### config.mk
export PLATFORM = sky130hd
export DESIGN_NAME = uart_tx_arbiter
export DESIGN_NICKNAME = d
export VERILOG_FILES = /design/src/rtl/uart_tx_arbiter.sv
export SDC_FILE = /design/constraint.sdc
export NUM_CORES = 1
export LEC_CHECK = 0
export ABC_AREA = 1
export CORE_AREA = 2 2 67 69
export CTS_BUF_LIST = sky130_fd_sc_hd__clkbuf_4 sky130_fd_sc_hd__clkbuf_8
export CTS_CLUSTER_DIAMETER = 80
export DETAILED_ROUTE_END_ITERATION = 12
export DIE_AREA = 0 0 69 71
export GPL_TIMING_DRIVEN = 0
export HOLD_SLACK_MARGIN = 0.05
export PLACE_DENSITY_LB_ADDON = 0.1
export SETUP_SLACK_MARGIN = 0.3
export SYNTH_ARGS = -nofsm -noshare
export SYNTH_HDL_FRONTEND = slang
export SYNTH_SLANG_ARGS = --single-unit
### constraint.sdc
create_clock -name CLK -period 2 [get_ports CLK]
set_clock_uncertainty 0.15 [all_clocks]
set_input_delay 0.4 -clock CLK [delete_from_list [all_inputs] [get_ports CLK]]
set_output_delay 0.4 -clock CLK [all_outputs]
set_load 0.02 [all_outputs]
### src/rtl/uart_tx_arbiter.sv
// uart_tx_arbiter
// Shares the single TX FIFO write port among NUM_REQ byte producers.
// Grants one requester at a time in round-robin order and holds the grant
// for one packet or up to MAX_BURST bytes, whichever ends first. Writes are
// throttled on FIFO occupancy so bytes are never dropped or duplicated.
//
// Ports
//   CLK, RST        clock, synchronous active-high reset
//   req_valid       per-requester byte valid
//   req_data        per-requester byte, requester i at [i*DATA_WIDTH +: DATA_WIDTH]
//   req_last        per-requester end-of-packet marker
//   req_ready       per-requester accept (valid & ready = byte taken)
//   fifo_w_enable   TX FIFO write strobe
//   fifo_w_data     TX FIFO write byte
//   fifo_count      TX FIFO occupancy, 0..DEPTH (larger values read as full)
//   fifo_r_enable   TX FIFO popped this cycle
//   grant_id        current / last granted requester
//   busy            high while a grant is held
//
// state   | meaning
// S_IDLE  | no grant; pick next requester round-robin, no transfer
// S_BURST | grant held; move bytes from granted requester while FIFO has space

module uart_tx_arbiter #(
   parameter int NUM_REQ    = 4,
   parameter int DATA_WIDTH = 8,
   parameter int ADDR_WIDTH = 8,
   parameter int MAX_BURST  = 16,
   localparam int IDW       = (NUM_REQ > 1) ? $clog2(NUM_REQ) : 1
) (
   input  logic                          CLK,
   input  logic                          RST,
   input  logic [NUM_REQ-1:0]            req_valid,
   input  logic [NUM_REQ*DATA_WIDTH-1:0] req_data,
   input  logic [NUM_REQ-1:0]            req_last,
   output logic [NUM_REQ-1:0]            req_ready,
   output logic                          fifo_w_enable,
   output logic [DATA_WIDTH-1:0]         fifo_w_data,
   input  logic [ADDR_WIDTH:0]           fifo_count,
   input  logic                          fifo_r_enable,
   output logic [IDW-1:0]                grant_id,
   output logic                          busy
);

   localparam int CW = $clog2(MAX_BURST + 1);
   localparam logic [ADDR_WIDTH:0] DEPTH    = {1'b1, {ADDR_WIDTH{1'b0}}};
   localparam logic [CW-1:0]       CNT_LAST = CW'(MAX_BURST - 1);

   typedef enum logic {S_IDLE, S_BURST} state_t;

   state_t          state_q, state_d;
   logic [IDW-1:0]  grant_q, grant_d;
   logic [IDW-1:0]  last_q, last_d;
   logic [CW-1:0]   cnt_q, cnt_d;

   logic                  sel_valid;
   logic                  sel_last;
   logic [DATA_WIDTH-1:0] sel_data;
   logic                  pick_found;
   logic [IDW-1:0]        pick_id;
   logic                  space;
   logic                  xfer;

   // Mux out the granted requester's signals.
   always_comb begin
      sel_valid = 1'b0;
      sel_last  = 1'b0;
      sel_data  = '0;
      for (int i = 0; i < NUM_REQ; i++) begin
         if (grant_q == IDW'(i)) begin
            sel_valid = req_valid[i];
            sel_last  = req_last[i];
            sel_data  = req_data[i*DATA_WIDTH +: DATA_WIDTH];
         end
      end
   end

   // Scan last+1, last+2, ... so the previous winner has lowest priority.
   always_comb begin
      pick_found = 1'b0;
      pick_id    = last_q;
      for (int k = 1; k <= NUM_REQ; k++) begin
         if (!pick_found && req_valid[(int'(last_q) + k) % NUM_REQ]) begin
            pick_found = 1'b1;
            pick_id    = IDW'((int'(last_q) + k) % NUM_REQ);
         end
      end
   end

   // A full FIFO still accepts a byte when it is popped in the same cycle.
   assign space = (fifo_count < DEPTH) | ((fifo_count == DEPTH) & fifo_r_enable);
   assign xfer  = (state_q == S_BURST) & sel_valid & space;

   always_comb begin
      state_d       = state_q;
      grant_d       = grant_q;
      last_d        = last_q;
      cnt_d         = cnt_q;
      req_ready     = '0;
      fifo_w_enable = 1'b0;
      fifo_w_data   = '0;
      case (state_q)
         S_IDLE: begin
            if (pick_found) begin
               grant_d = pick_id;
               cnt_d   = '0;
               state_d = S_BURST;
            end
         end
         S_BURST: begin
            for (int i = 0; i < NUM_REQ; i++) begin
               req_ready[i] = space & (grant_q == IDW'(i));
            end
            if (xfer) begin
               fifo_w_enable = 1'b1;
               fifo_w_data   = sel_data;
               cnt_d         = cnt_q + 1'b1;
               if (sel_last || (cnt_q == CNT_LAST)) begin
                  state_d = S_IDLE;
                  last_d  = grant_q;
               end
            end
         end
         default: state_d = S_IDLE;
      endcase
   end

   always_ff @(posedge CLK) begin
      if (RST) begin
         state_q <= S_IDLE;
         grant_q <= '0;
         last_q  <= IDW'(NUM_REQ - 1);
         cnt_q   <= '0;
      end else begin
         state_q <= state_d;
         grant_q <= grant_d;
         last_q  <= last_d;
         cnt_q   <= cnt_d;
      end
   end

   assign grant_id = grant_q;
   assign busy     = (state_q == S_BURST);

endmodule

# ---- After elaboration in Yosys (flattened, before gate mapping)
# Cells that the tools add are included.
dict set report op_classes {
  n_eq_ne 7
  reduce_logical 15
  n_mux 44
  bitwise 13
  add_sub_neg 5
  n_lt_le_gt_ge 5
}
# operator n
set op_table {}
lappend op_table {{$mux 8} 6}
lappend op_table {{$mux 1} 25}
lappend op_table {{$lt 3x4->1 const B} 4}
lappend op_table {{$mux 5} 2}
lappend op_table {{$pmux 5 s2} 1}
lappend op_table {{$eq 9x9->1 const B} 1}
lappend op_table {{$lt 9x9->1 const B} 1}
lappend op_table {{$bmux 1 s2} 4}
lappend op_table {{$mux 2} 4}
lappend op_table {{$reduce_or 2->1} 4}
lappend op_table {{$and 1x1->1} 7}
lappend op_table {{$add 5x1->5 const B} 1}
lappend op_table {{$eq 5x4->1 const B} 1}
lappend op_table {{$add 2x1->2 const B} 2}
lappend op_table {{$add 2x2->2 const B} 2}
lappend op_table {{$and 1x1->1 const A} 4}
lappend op_table {{$eq 2x2->1 const B} 2}
lappend op_table {{$mux 4} 1}
lappend op_table {{$reduce_and 2->1} 2}
lappend op_table {{$logic_and 1x1->1} 3}
lappend op_table {{$logic_not 1->1} 3}
lappend op_table {{$reduce_and 3->1} 1}
lappend op_table {{$eq 2x1->1 const B} 1}
lappend op_table {{$logic_not 2->1} 1}
lappend op_table {{other kinds (6)} 6}
dict set report totals {
  ff_bits 10
  elab_cells 93
  input_bits 52
  out_inout_bits 16
}

# ---- Depth between registers and ports, before layout
dict set report depth {
  ltp_word 18
  mapped_depth 13
  mapped_depth_nobuf 12
}

# ---- Least setup slack after synthesis
# Ideal clock, no wire load.
dict set report synth_timing {
  path_type {flip-flop to output port}
  start {register grant_q[1], in the netlist grant_id[1]}
  end {output port fifo_w_data[0]}
  setup_slack_ns -0.094
  path_stages_with_launch 9
  arrival_ns 1.544
  t_required_ns 1.450
  cell_sequence {dfxtp_1 -> buf_6 -> nor2_4 -> nand2_2 -> nand3_2 -> nand2_2 -> nand4_4 -> buf_6 -> a21oi_1}
}
dict set report synth_via {
  elab_chain_cells 9
}
# item line_no
set synth_lines {}
lappend synth_lines {{from (decl)} 52} ;# logic [IDW-1:0] grant_q, grant_d;
lappend synth_lines {{from (signal assigned)} 136} ;# grant_q <= grant_d;
lappend synth_lines {{$logic_not 2->1} 70} ;# if (grant_q == IDW'(i)) begin
lappend synth_lines {{$mux 1 (4 in series)} 70}
lappend synth_lines {{$and 1x1->1 (2 in series)} 92} ;# assign xfer = (state_q == S_BURST) & sel_valid & space;
lappend synth_lines {{$mux 8 (*)} 114} ;# if (xfer) begin
lappend synth_lines {{$mux 8 (*)} 102} ;# case (state_q)
lappend synth_lines {{to (decl)} 38} ;# output logic [DATA_WIDTH-1:0] fifo_w_data,
# Mark *: on every way between the ends. The rest lies on a longest branch, timed or not.

# ---- Worst setup path after layout
dict set report layout_timing {
  start {register grant_q[0], in the netlist grant_id[0]}
  end {output port fifo_w_data[4]}
}
# Same word-level chain as after synthesis.

==> metrics.md <==
| Metric | Value |
|---|---|
| Synth Instances | around 190 |
| Worst skew pair latency | approximately 240 ps |
| DR iter-0 viols | 48 |
| CP endpoint kind | primary output |
| Final hold slack | 336 ps |
| Initial antenna violation count | 0 |
| Max_cap viols | 0 |
| Nets | ~330 |
| Setup WS pre-CTS | -977 ps |
| Area grow syn2layout | 92.7% |
| Top cell type's share of synthesized area | around 17% |
| Worst-Margin Slew | about 440 ps |
| Total gr overflow | 0 |
| Largest net degree at the start of global routing | 11 |
| Clock transition at path regs | ~50 ps |
| Hold buffer count at CTS | 0 |
| Detailed Routing Iterations Pass 1 | 4 |
| Fin crit share | 108% |
| Wire per inst | 12.9 µm |
| Synth unique cells | 30 |
| Ports | slightly below 70 |
| Seq/Total Area, Yosys | between 10% and 20% |
| Top_reg_cell synth | dfxtp_1 |
| Layout fillers | ~420 |
| Post-synth top cells | 42 x nand2_1, 21 x nand3_1, 17 x o21ai_0 |
| Failing checks | setup timing |
| Tot GR Track Use | between 10% and 20% |
| Die Area | 4900 µm² |
| Clock share of power | 19.2% |
| Crit path arrival time | roughly 1600 ps |
| CP Max Fanout | 6 |
| H-tree depth | 1 |
| Clock sinks | 10 |
| Routed vias | roughly 1500 |
| Sequential Power Share | between 20% and 30% |
| Final GP Congestion | approximately 0.86 |
| Leakage | ~1 nW |
| RSZ-0062 raised after global routing | true |
| Most frequent cell after synthesis | nand2_1 |
| Post-synth EDFFs | 0 |
| Synthesis Warnings | 0 |
| Root Driver | clkbuf_8 |
| Via density | approximately 4.7 |
| DP HPWL | 3.06 mm |
| Outcome | finished with violations |
| Startpoint Class | flip-flop |
| Layout cells sized above 1 | ~40% |
| Core Rows | 24 |
| Max Slew Vio Count | 0 |
| Clock buffer depth | 2 |
| Mapped Area | 1190 µm² |
| Final setup fails | 9 |
| Data required, critical path | between 1000 and 1500 ps |
| Number of routed nets with antenna violations | 0 |
| Final WS setup | -169 ps |
| Setup TNS Final | -1030 ps |
| Die span in x | between 60 and 70 µm |
| Port buffer count | 67 |
| Max Fclk | between 0.4 and 0.5 GHz |
| ANT cells | 0 |
| Largest area contributor in the netlist | dfxtp_1 |
| Power per cell area | 479 nW/µm² |
| CTS tree | done |
| Int Power | approximately 0.66 mW |
| Vias in the first global route | around 1400 |
| Syn_nets | 241 |
| Final-report hold violation count | 0 |
| Logic pwr share | about three fifths |
| Area of the core | about 4200 µm² |
| Starting Density | between 20% and 30% |
| Post-route DRC | 0 |
| Hold Path Class | flip-flop to flip-flop |
| Peak VDD IR | between 0.3 and 0.4 mV |
| Synth area leaders | dfxtp_1 17%, nand2_1 13%, nand3_1 8.8% |
| Async SR Flop Fraction | 0% |
| Switch Pwr | approximately 0.44 mW |
| Worst Setup Path Type | flip-flop to primary output |
| Final WL | approximately 4.2 mm |
| Switching fraction of total power | roughly two fifths |
| Syn_area_per_cell | 6.38 µm² |
| Slew Limit Headroom | between 70% and 80% |
| Register bit total from synthesis | 10 |
| First-pass GRT wire length | 6.93 mm |
| Minimum clock period | 2170 ps |
| CTS Buf Count | 3 |
| Die height | 71 µm |
## per-stage QoR
stage | power [mW] | utilization, % | area (µm²) | std cells
6_report | 1.10 | 54.6 | 2300 | 324
5_1_grt | 1.18 | 54.6 | 2300 | 324
4_1_cts | 1.06 | 51.7 | 2170 | 318
3_5_place_dp | 0.790 | 48.0 | 2020 | 306
3_3_place_gp | 0.787 | 48.0 | 2020 | 306
2_1_floorplan | 0.580 | - | 1280 | 187
## power groups by stage
stage | registers (mW) | clock network [mW] | logic [mW]
after floorplan | 0.240 | 0 | 0.341
after global placement | 0.231 | 0 | 0.556
after detailed placement | 0.231 | 0 | 0.558
after CTS | 0.230 | 0.223 | 0.606
after global routing | 0.233 | 0.231 | 0.717
final | 0.231 | 0.211 | 0.659
## logic make-up after synthesis
family / Yosys count / share of synthesized area [%]
buffers and inverters: 25 / 11.0
adders and majority gates: 2 / 2.10
AOI/OAI and AO/OA: 38 / 18.5
and+or+nand+nor: 110 / 50.2
DFF: 10 / 16.8
xor gates and xnor gates: 2 / 1.47
## area by class of cell
cell class	count	area, µm²	share of cell area, %
buffer	7	87.6	3.81
clock buffer	3	41.3	1.80
inverter	18	83.8	3.65
multi-input combinational	153	1030	44.8
sequential	10	209	9.10
tap	52	65.1	2.83
timing repair buffer	81	781	34.0
## path summary, 6_finish.rpt
| kind | start | endpoint | slack, ps | cells past startpoint |
|---|---|---|---|---|
| worst max-delay path | grant_id[0] | fifo_w_data[4] | -170 | 9 |
| worst min-delay path | cnt_q[4] | cnt_q[4] | 340 | 2 |
| worst max register to register | grant_id[1] | busy | 230 | 10 |
| worst min register to register | cnt_q[4] | cnt_q[4] | 340 | 2 |
## metal layers
metal	global-route usage, %	up-vias	part of all wire (%)
met3	2.85	5	3.7
met2	30.4	35	50
met4	4.58	0	1.0
li1	-	790	-
met5	0	-	0
met1	22.3	706	45
## layout by cell type (no fill, tap or decap), drive strengths merged
cell type      Yosys  routed
clkinvlp           0       1
dlygate4sd2        0       6
nor2              20      20
a221oi             2       2
nor3b              1       1
xor2               2       2
o221ai             1       1
nand3b             1       1
buf                7      38
dfxtp             10      10
a21oi             13      13
nand2             60      61
clkbuf             0       6
nand3             23      23
o21ai             20      20
a211oi             2       2
clkdlybuf4s15      0       4
nor3               2       2
nand4              1       1
inv               18      17
and2               2       2
clkdlybuf4s50      0      37
ha                 2       2
## flip-flops by register name, indices dropped and copies added, names as in the netlist
| name | count |
|---|---|
| cnt_q | 5 |
| grant_id | 2 |
| last_q | 2 |
| busy | 1 |
## critical path: stages (launching register included)
cell and delay [ps]:
dfxtp_4 340, buf_8 140, nor2_4 50, nand2_2 50, nand3_2 70, nand2_2 90, nand4_4 130, clkbuf_16 200
a211oi_4 150, buf_6 140
## timing repair
| item | in CTS | in global routing |
|---|---|---|
| pin swaps | 13 | 6 |
| gates resized for setup | 121 | 30 |
| endpoints found under the setup margin | 26 | 23 |
| buffers inserted | 8 | 5 |
| gates cloned | 1 | 1 |
Power figures use the tool's default switching activity.
